**src/rtl/seven_seg_pkg.sv**
```systemverilog
// Shared glyph constants for the seven-segment scanner.
// All glyphs are active low, ordered {DP,G,F,E,D,C,B,A}, with DP off.
package seven_seg_pkg;

    localparam logic [7:0] SEG_HEX [0:15] = '{
        8'hC0, 8'hF9, 8'hA4, 8'hB0, 8'h99, 8'h92, 8'h82, 8'hF8,
        8'h80, 8'h90, 8'h88, 8'h83, 8'hA7, 8'hA1, 8'h86, 8'h8E
    };

    localparam logic [7:0] SEG_L     = 8'hC7;
    localparam logic [7:0] SEG_BLANK = 8'hFF;

    // Index 0 is the leftmost message digit (NUM_DIGITS-1).
    localparam logic [7:0] MSG_LOSE [0:3] = '{SEG_L, SEG_HEX[0], SEG_HEX[5], SEG_HEX[14]};

endpackage

```
**src/rtl/seven_seg_mux_if.sv**
```systemverilog
// Display-side bundle between game/score logic and the seven-segment scanner.
interface seven_seg_mux_if #(
    parameter int NUM_DIGITS = 8
);
    logic [4*NUM_DIGITS-1:0] value;
    logic [NUM_DIGITS-1:0]   dp_mask;
    logic [NUM_DIGITS-1:0]   blink_mask;
    logic                    blank_lz;
    logic                    lose;
    logic [7:0]              CA;
    logic [7:0]              AN;

    modport master (
        output value, dp_mask, blink_mask, blank_lz, lose,
        input  CA, AN
    );

    modport slave (
        input  value, dp_mask, blink_mask, blank_lz, lose,
        output CA, AN
    );
endinterface

```
**src/rtl/seven_seg_decoder.sv**
```systemverilog
// Combinational hex nibble to active-low seven-segment map (no DP).
module seven_seg_decoder
    import seven_seg_pkg::*;
(
    input  logic [3:0] nibble_i,
    output logic [6:0] seg_o
);

    always_comb begin
        seg_o = SEG_HEX[nibble_i][6:0];
    end

endmodule

```
**src/rtl/seven_seg_mux.sv**
```systemverilog
// Time-multiplexed seven-segment driver with DP, leading-zero blanking,
// per-digit blink and a "LOSE" overlay on the top four digits.
module seven_seg_mux
    import seven_seg_pkg::*;
#(
    parameter int NUM_DIGITS    = 8,
    parameter int REFRESH_TICKS = 100000,
    parameter int BLINK_TICKS   = 50000000
) (
    input  logic             CLK,
    input  logic             RST,
    seven_seg_mux_if.slave   bus
);

    localparam int IDXW = (NUM_DIGITS > 1) ? $clog2(NUM_DIGITS) : 1;
    localparam int RW   = $clog2(REFRESH_TICKS);
    localparam int BW   = $clog2(BLINK_TICKS);

    logic [RW-1:0]         rcnt_q;
    logic [IDXW-1:0]       idx_q;
    logic [BW-1:0]         bcnt_q;
    logic                  phase_q;
    logic [7:0]            ca_q, ca_d;
    logic [7:0]            an_q, an_d;

    logic [NUM_DIGITS-1:0] msg;
    logic [NUM_DIGITS-1:0] lz;
    logic                  zero_run;
    logic [3:0]            nib;
    logic [6:0]            seg;
    logic [1:0]            msg_sel;
    logic                  blank_cur;

    // Walk from the top digit down; message digits are skipped so the
    // zero run starts at the highest value digit.
    always_comb begin
        msg      = '0;
        lz       = '0;
        zero_run = 1'b1;
        for (int unsigned j = 0; j < NUM_DIGITS; j++) begin
            if (bus.lose && j < 4) begin
                msg[NUM_DIGITS-1-j] = 1'b1;
            end else begin
                zero_run = zero_run && (bus.value[4*(NUM_DIGITS-1-j) +: 4] == 4'd0);
                lz[NUM_DIGITS-1-j] = zero_run && (j != NUM_DIGITS-1);
            end
        end
    end

    assign nib     = bus.value[{idx_q, 2'b00} +: 4];
    assign msg_sel = 2'(IDXW'(NUM_DIGITS-1) - idx_q);

    seven_seg_decoder u_dec (
        .nibble_i (nib),
        .seg_o    (seg)
    );

    always_comb begin
        blank_cur = !msg[idx_q] &&
                    ((bus.blank_lz && lz[idx_q]) || (bus.blink_mask[idx_q] && !phase_q));
        an_d = '1;
        ca_d = SEG_BLANK;
        if (!blank_cur) begin
            an_d = ~(8'd1 << idx_q);
            ca_d = msg[idx_q] ? MSG_LOSE[msg_sel] : {~bus.dp_mask[idx_q], seg};
        end
    end

    always_ff @(posedge CLK or posedge RST) begin
        if (RST) begin
            rcnt_q  <= '0;
            idx_q   <= '0;
            bcnt_q  <= '0;
            phase_q <= 1'b1;
            ca_q    <= '1;
            an_q    <= '1;
        end else begin
            ca_q <= ca_d;
            an_q <= an_d;
            if (rcnt_q == RW'(REFRESH_TICKS-1)) begin
                rcnt_q <= '0;
                idx_q  <= (idx_q == IDXW'(NUM_DIGITS-1)) ? '0 : idx_q + 1'b1;
            end else begin
                rcnt_q <= rcnt_q + 1'b1;
            end
            if (bcnt_q == BW'(BLINK_TICKS-1)) begin
                bcnt_q  <= '0;
                phase_q <= ~phase_q;
            end else begin
                bcnt_q <= bcnt_q + 1'b1;
            end
        end
    end

    assign bus.CA = ca_q;
    assign bus.AN = an_q;

endmodule

```
**src/flat_wrapper.sv**
```systemverilog
// flat-port wrapper written by rule: the top's interface ports become plain ports
module seven_seg_mux_flat import seven_seg_pkg::*;
#(
    parameter int NUM_DIGITS    = 8,
    parameter int REFRESH_TICKS = 100000,
    parameter int BLINK_TICKS   = 50000000
)
  (CLK, RST, bus_value, bus_dp_mask, bus_blink_mask, bus_blank_lz, bus_lose, bus_CA, bus_AN);
  seven_seg_mux_if #(.NUM_DIGITS(NUM_DIGITS)) bus_i ();
  input  logic CLK;
  input  logic RST;
  input wire logic [$bits(bus_i.value)-1:0] bus_value;
  input wire logic [$bits(bus_i.dp_mask)-1:0] bus_dp_mask;
  input wire logic [$bits(bus_i.blink_mask)-1:0] bus_blink_mask;
  input wire logic [$bits(bus_i.blank_lz)-1:0] bus_blank_lz;
  input wire logic [$bits(bus_i.lose)-1:0] bus_lose;
  output wire logic [$bits(bus_i.CA)-1:0] bus_CA;
  output wire logic [$bits(bus_i.AN)-1:0] bus_AN;
  assign bus_i.value = bus_value;
  assign bus_i.dp_mask = bus_dp_mask;
  assign bus_i.blink_mask = bus_blink_mask;
  assign bus_i.blank_lz = bus_blank_lz;
  assign bus_i.lose = bus_lose;
  assign bus_CA = bus_i.CA;
  assign bus_AN = bus_i.AN;
  seven_seg_mux #(.NUM_DIGITS(NUM_DIGITS), .REFRESH_TICKS(REFRESH_TICKS), .BLINK_TICKS(BLINK_TICKS)) u_core (.CLK(CLK), .RST(RST), .bus(bus_i));
endmodule
```
**config.mk**
```make
export PLATFORM = sky130hd
export DESIGN_NAME = seven_seg_mux_flat
export DESIGN_NICKNAME = d
export VERILOG_FILES = /design/src/rtl/seven_seg_pkg.sv /design/src/rtl/seven_seg_mux_if.sv /design/src/rtl/seven_seg_decoder.sv /design/src/rtl/seven_seg_mux.sv /design/src/flat_wrapper.sv
export SDC_FILE = /design/constraint.sdc
export NUM_CORES = 1
export LEC_CHECK = 0
export ABC_CLOCK_PERIOD_IN_PS = 2560
export CAP_MARGIN = 20
export CORE_MARGIN = 1.5
export CORE_UTILIZATION = 38
export DETAILED_ROUTE_END_ITERATION = 8
export PLACE_DENSITY = 0.72
export SYNTH_ARGS = -nofsm -noshare
export SYNTH_HDL_FRONTEND = slang
export SYNTH_SLANG_ARGS = --single-unit
```
**constraint.sdc**
```tcl
create_clock -name CLK -period 2.56 [get_ports CLK]
set_input_delay 0.384 -clock CLK [delete_from_list [all_inputs] [get_ports CLK]]
set_output_delay 0.384 -clock CLK [all_outputs]
set_load 0.01 [all_outputs]
```
==> impl_metrics.env <==
export IMPL_status="finished, final reports clean"
export IMPL_fin_util_pct=51.4
export IMPL_drive_above_1_share_pct=16.3
export IMPL_initial_core_util_pct=39.5
export IMPL_ys_async_sr_fraction_pct=100
export IMPL_synthAdderAreaFrac_pct=4.32
export IMPL_synth_edf_count=0
export IMPL_rsz0062_at_grt="false"
export IMPL_row_count=34
export IMPL_ys_ff_latch=63
export IMPL_leakagePower_nw=1.86
export IMPL_cp_arrival_ns=2.62
export IMPL_synth_compound_area_share_pct=6.91
export IMPL_tritoncts="built"
export IMPL_skew_ns=0.00486
export IMPL_fmaxAchievable_mhz=426
export IMPL_via_per_inst=5.33
export IMPL_finalSetupViolations=0
export IMPL_ant_nets=0
export IMPL_synth_nets=390
export IMPL_grt_start_max_net_pins=64
export IMPL_yosys_area_share_simple_pct=19.4
export IMPL_drt_iter0_markers=110
export IMPL_cts_root_buf="clkbuf_8"
export IMPL_post_cts_buffers=0
export IMPL_die_height_um=98.7
export IMPL_cts_resized=0
export IMPL_postSynthAreaPerCell_um2=10.7
export IMPL_cts_made_buffers=9
export IMPL_synth_seq_area_share_pct=45.9
export IMPL_cp_end_kind="flip-flop"
export IMPL_crit_type="reg2reg"
export IMPL_p_per_area_nw_per_um2=459
export IMPL_grt_util_all_layers_pct=16.1
export IMPL_worstReg2RegStart="u_core.idx_q[0]"
export IMPL_hp_class="in2async"
export IMPL_synth_ff_type="dfrtp_1"
export IMPL_syn_area_um2=3480
export IMPL_peakVddDrop_mv=0.227
export IMPL_die_area_um2=9740
export IMPL_worstPathMaxFanout=17
export IMPL_synth_mux_area_share_pct=11.4
export IMPL_fin_ws_ns=0.213
export IMPL_place_ws_ns=0.0663
export IMPL_required_ns=2.84
export IMPL_routed_wl_um=7260
export IMPL_cp_start_kind="flip-flop"
export IMPL_fin_setup_tns_ns=0
export IMPL_netlist_instances=326
export IMPL_port_buffers=67
export IMPL_antenna_found_initial=0
export IMPL_synth_top_area_share_pct=33.1
export IMPL_period_minus_slack_ns=2.35
export IMPL_clk_pin_slew_ns=0.07
export IMPL_overflow=0
export IMPL_max_cap_viol_count=0
export IMPL_nets=469
export IMPL_dp_hpwl_um=5580
export IMPL_grt_pass1_wl_um=12500
export IMPL_area_delta_synth_final_pct=30.1
export IMPL_hold_violations=0
export IMPL_cts_max_level=3
export IMPL_fp_coreArea_um2=8810
export IMPL_postCtsHoldBufs=0
export IMPL_die_x_um=98.7
export IMPL_clock_latency_ns=0.35
export IMPL_cts_sinks=63
export IMPL_synth_top_family_by_area="simple AND/OR/NAND/NOR gates"
export IMPL_synth_most_common_cell="dfrtp_1"
export IMPL_synth_common_cells="46 x dfrtp_1, 36 x nor2_1, 25 x nand2_1, 22 x nand3_1, 19 x xor2_1"
export IMPL_grt_pass1_vias=2742
export IMPL_dr_total_vias=2762
export IMPL_place_gp_congestion=0.886
export IMPL_worstMarginPinSlew_ns=0.579
export IMPL_diodes=0
export IMPL_dr_pass1_iters=4
export IMPL_post_route_period_util_pct=91.7
export IMPL_yosys_warnings=0
export IMPL_synth_xor_area_share_pct=9.32
export IMPL_slew_limit_headroom_pct=61.1
export IMPL_ys_types=42
export IMPL_clock_path_buffers=2
export IMPL_worstSetupStartpoint="u_core.idx_q[0]"
export IMPL_routedWlPerCell_um=14.0
export IMPL_final_max_slew_viol_count=0
export IMPL_drc_errors=0
export IMPL_synth_top_cell_by_area="dfrtp_1"
export IMPL_ioPinCount=68
export IMPL_synth_area_leaders="dfrtp_1 33%, dfstp_2 13%, mux4_2 7.8%"
final cells by class:
type,count,area (µm²)
Timing Repair Buffer,79,773
Inverter,10,37.5
Clock inverter,7,72.6
Sequential cell,63,1600
Clock buffer,9,124
Tap cell,108,135
Multi-Input combinational cell,242,1790
Fill cell,791,4280
final timing paths:
kind / end / slack, ns / cells past startpoint
max: u_core.bus.CA[3] / 0.21 / 6
min: u_core.rcnt_q[15] / 0.42 / 3
max reg2reg: u_core.bus.CA[3] / 0.21 / 6
min reg2reg: u_core.bcnt_q[4] / 0.48 / 1
max in group asynchronous: u_core.bus.AN[5] / 1.83 / 3
min in group CLK: u_core.bcnt_q[4] / 0.48 / 1
flip-flops by register name (all words and copies together) (netlist names):
name and count:
u_core.bcnt_q 26, u_core.bus.AN 8, u_core.bus.CA 8, u_core.idx_q 3, u_core.phase_q 1, u_core.rcnt_q 17
cells in the final DEF, fill, tap and decap left out, types with 5 or more instances in the layout:
cell             instances
dfrtp_1                 46
nor2_1                  36
dfstp_2                 17
clkdlybuf4s50_1         67
nand3_1                 22
and3_1                   5
mux4_2                  12
nand2_1                 25
nor3_1                   6
ha_1                    12
xor2_1                  19
inv_1                    8
a31oi_1                  5
nor4_1                  10
clkbuf_8                 9
a21oi_1                  9
o21ai_0                 13
nand3b_1                 5
xnor2_1                 18
nand4_1                  9
buf_4                   11
mux2i_1                  6
worst max-delay path, stage by stage, from the launching register on:
cell and delay [ns]:
dfrtp_1 0.51, buf_4 0.23, mux4_2 0.53, mux2i_4 0.42, o21ai_0 0.17, mux2_2 0.28
a21oi_1 0.14
power by group:
part	switching, mW	leakage (nW)	internal, mW
sequential	0.00320	0.793	1.01
clock	0.403	0.0956	0.450
combinational	0.0821	0.976	0.127
metrics by stage:
stage / cells / area, µm² / hold WS [ns] / power, mW
finish: 518 / 4530 / 0.418 / 2.08
global route: 518 / 4530 / 0.440 / 2.17
CTS: 518 / 4530 / 0.416 / 2.10
detailed placement: 502 / 4330 / 0.464 / 1.25
global placement: 502 / 4330 / 0.457 / 1.24
floorplan: 326 / 3480 / 0.439 / 1.11
metal layers:
| layer | part of all wire, % | GRT usage, % |
|---|---|---|
| met1 | 44 | 19.8 |
| met4 | 2.1 | 6.15 |
| met3 | 5.8 | 4.61 |
| met2 | 48 | 27.1 |
| met5 | 0 | 0 |
cells by family (layout without fill, tap and decap cells):
logic type               after synthesis  after routing
AND/OR/NAND/NOR                      131            131
flip-flops                            63             63
AO/OA/AOI/OAI                         40             40
XOR/XNOR                              37             37
multiplexers                          22             22
buffers and inverters                 21            105
adder cells (fa/ha/maj)               12             12
No activity file was read; power rests on OpenSTA's default activity.
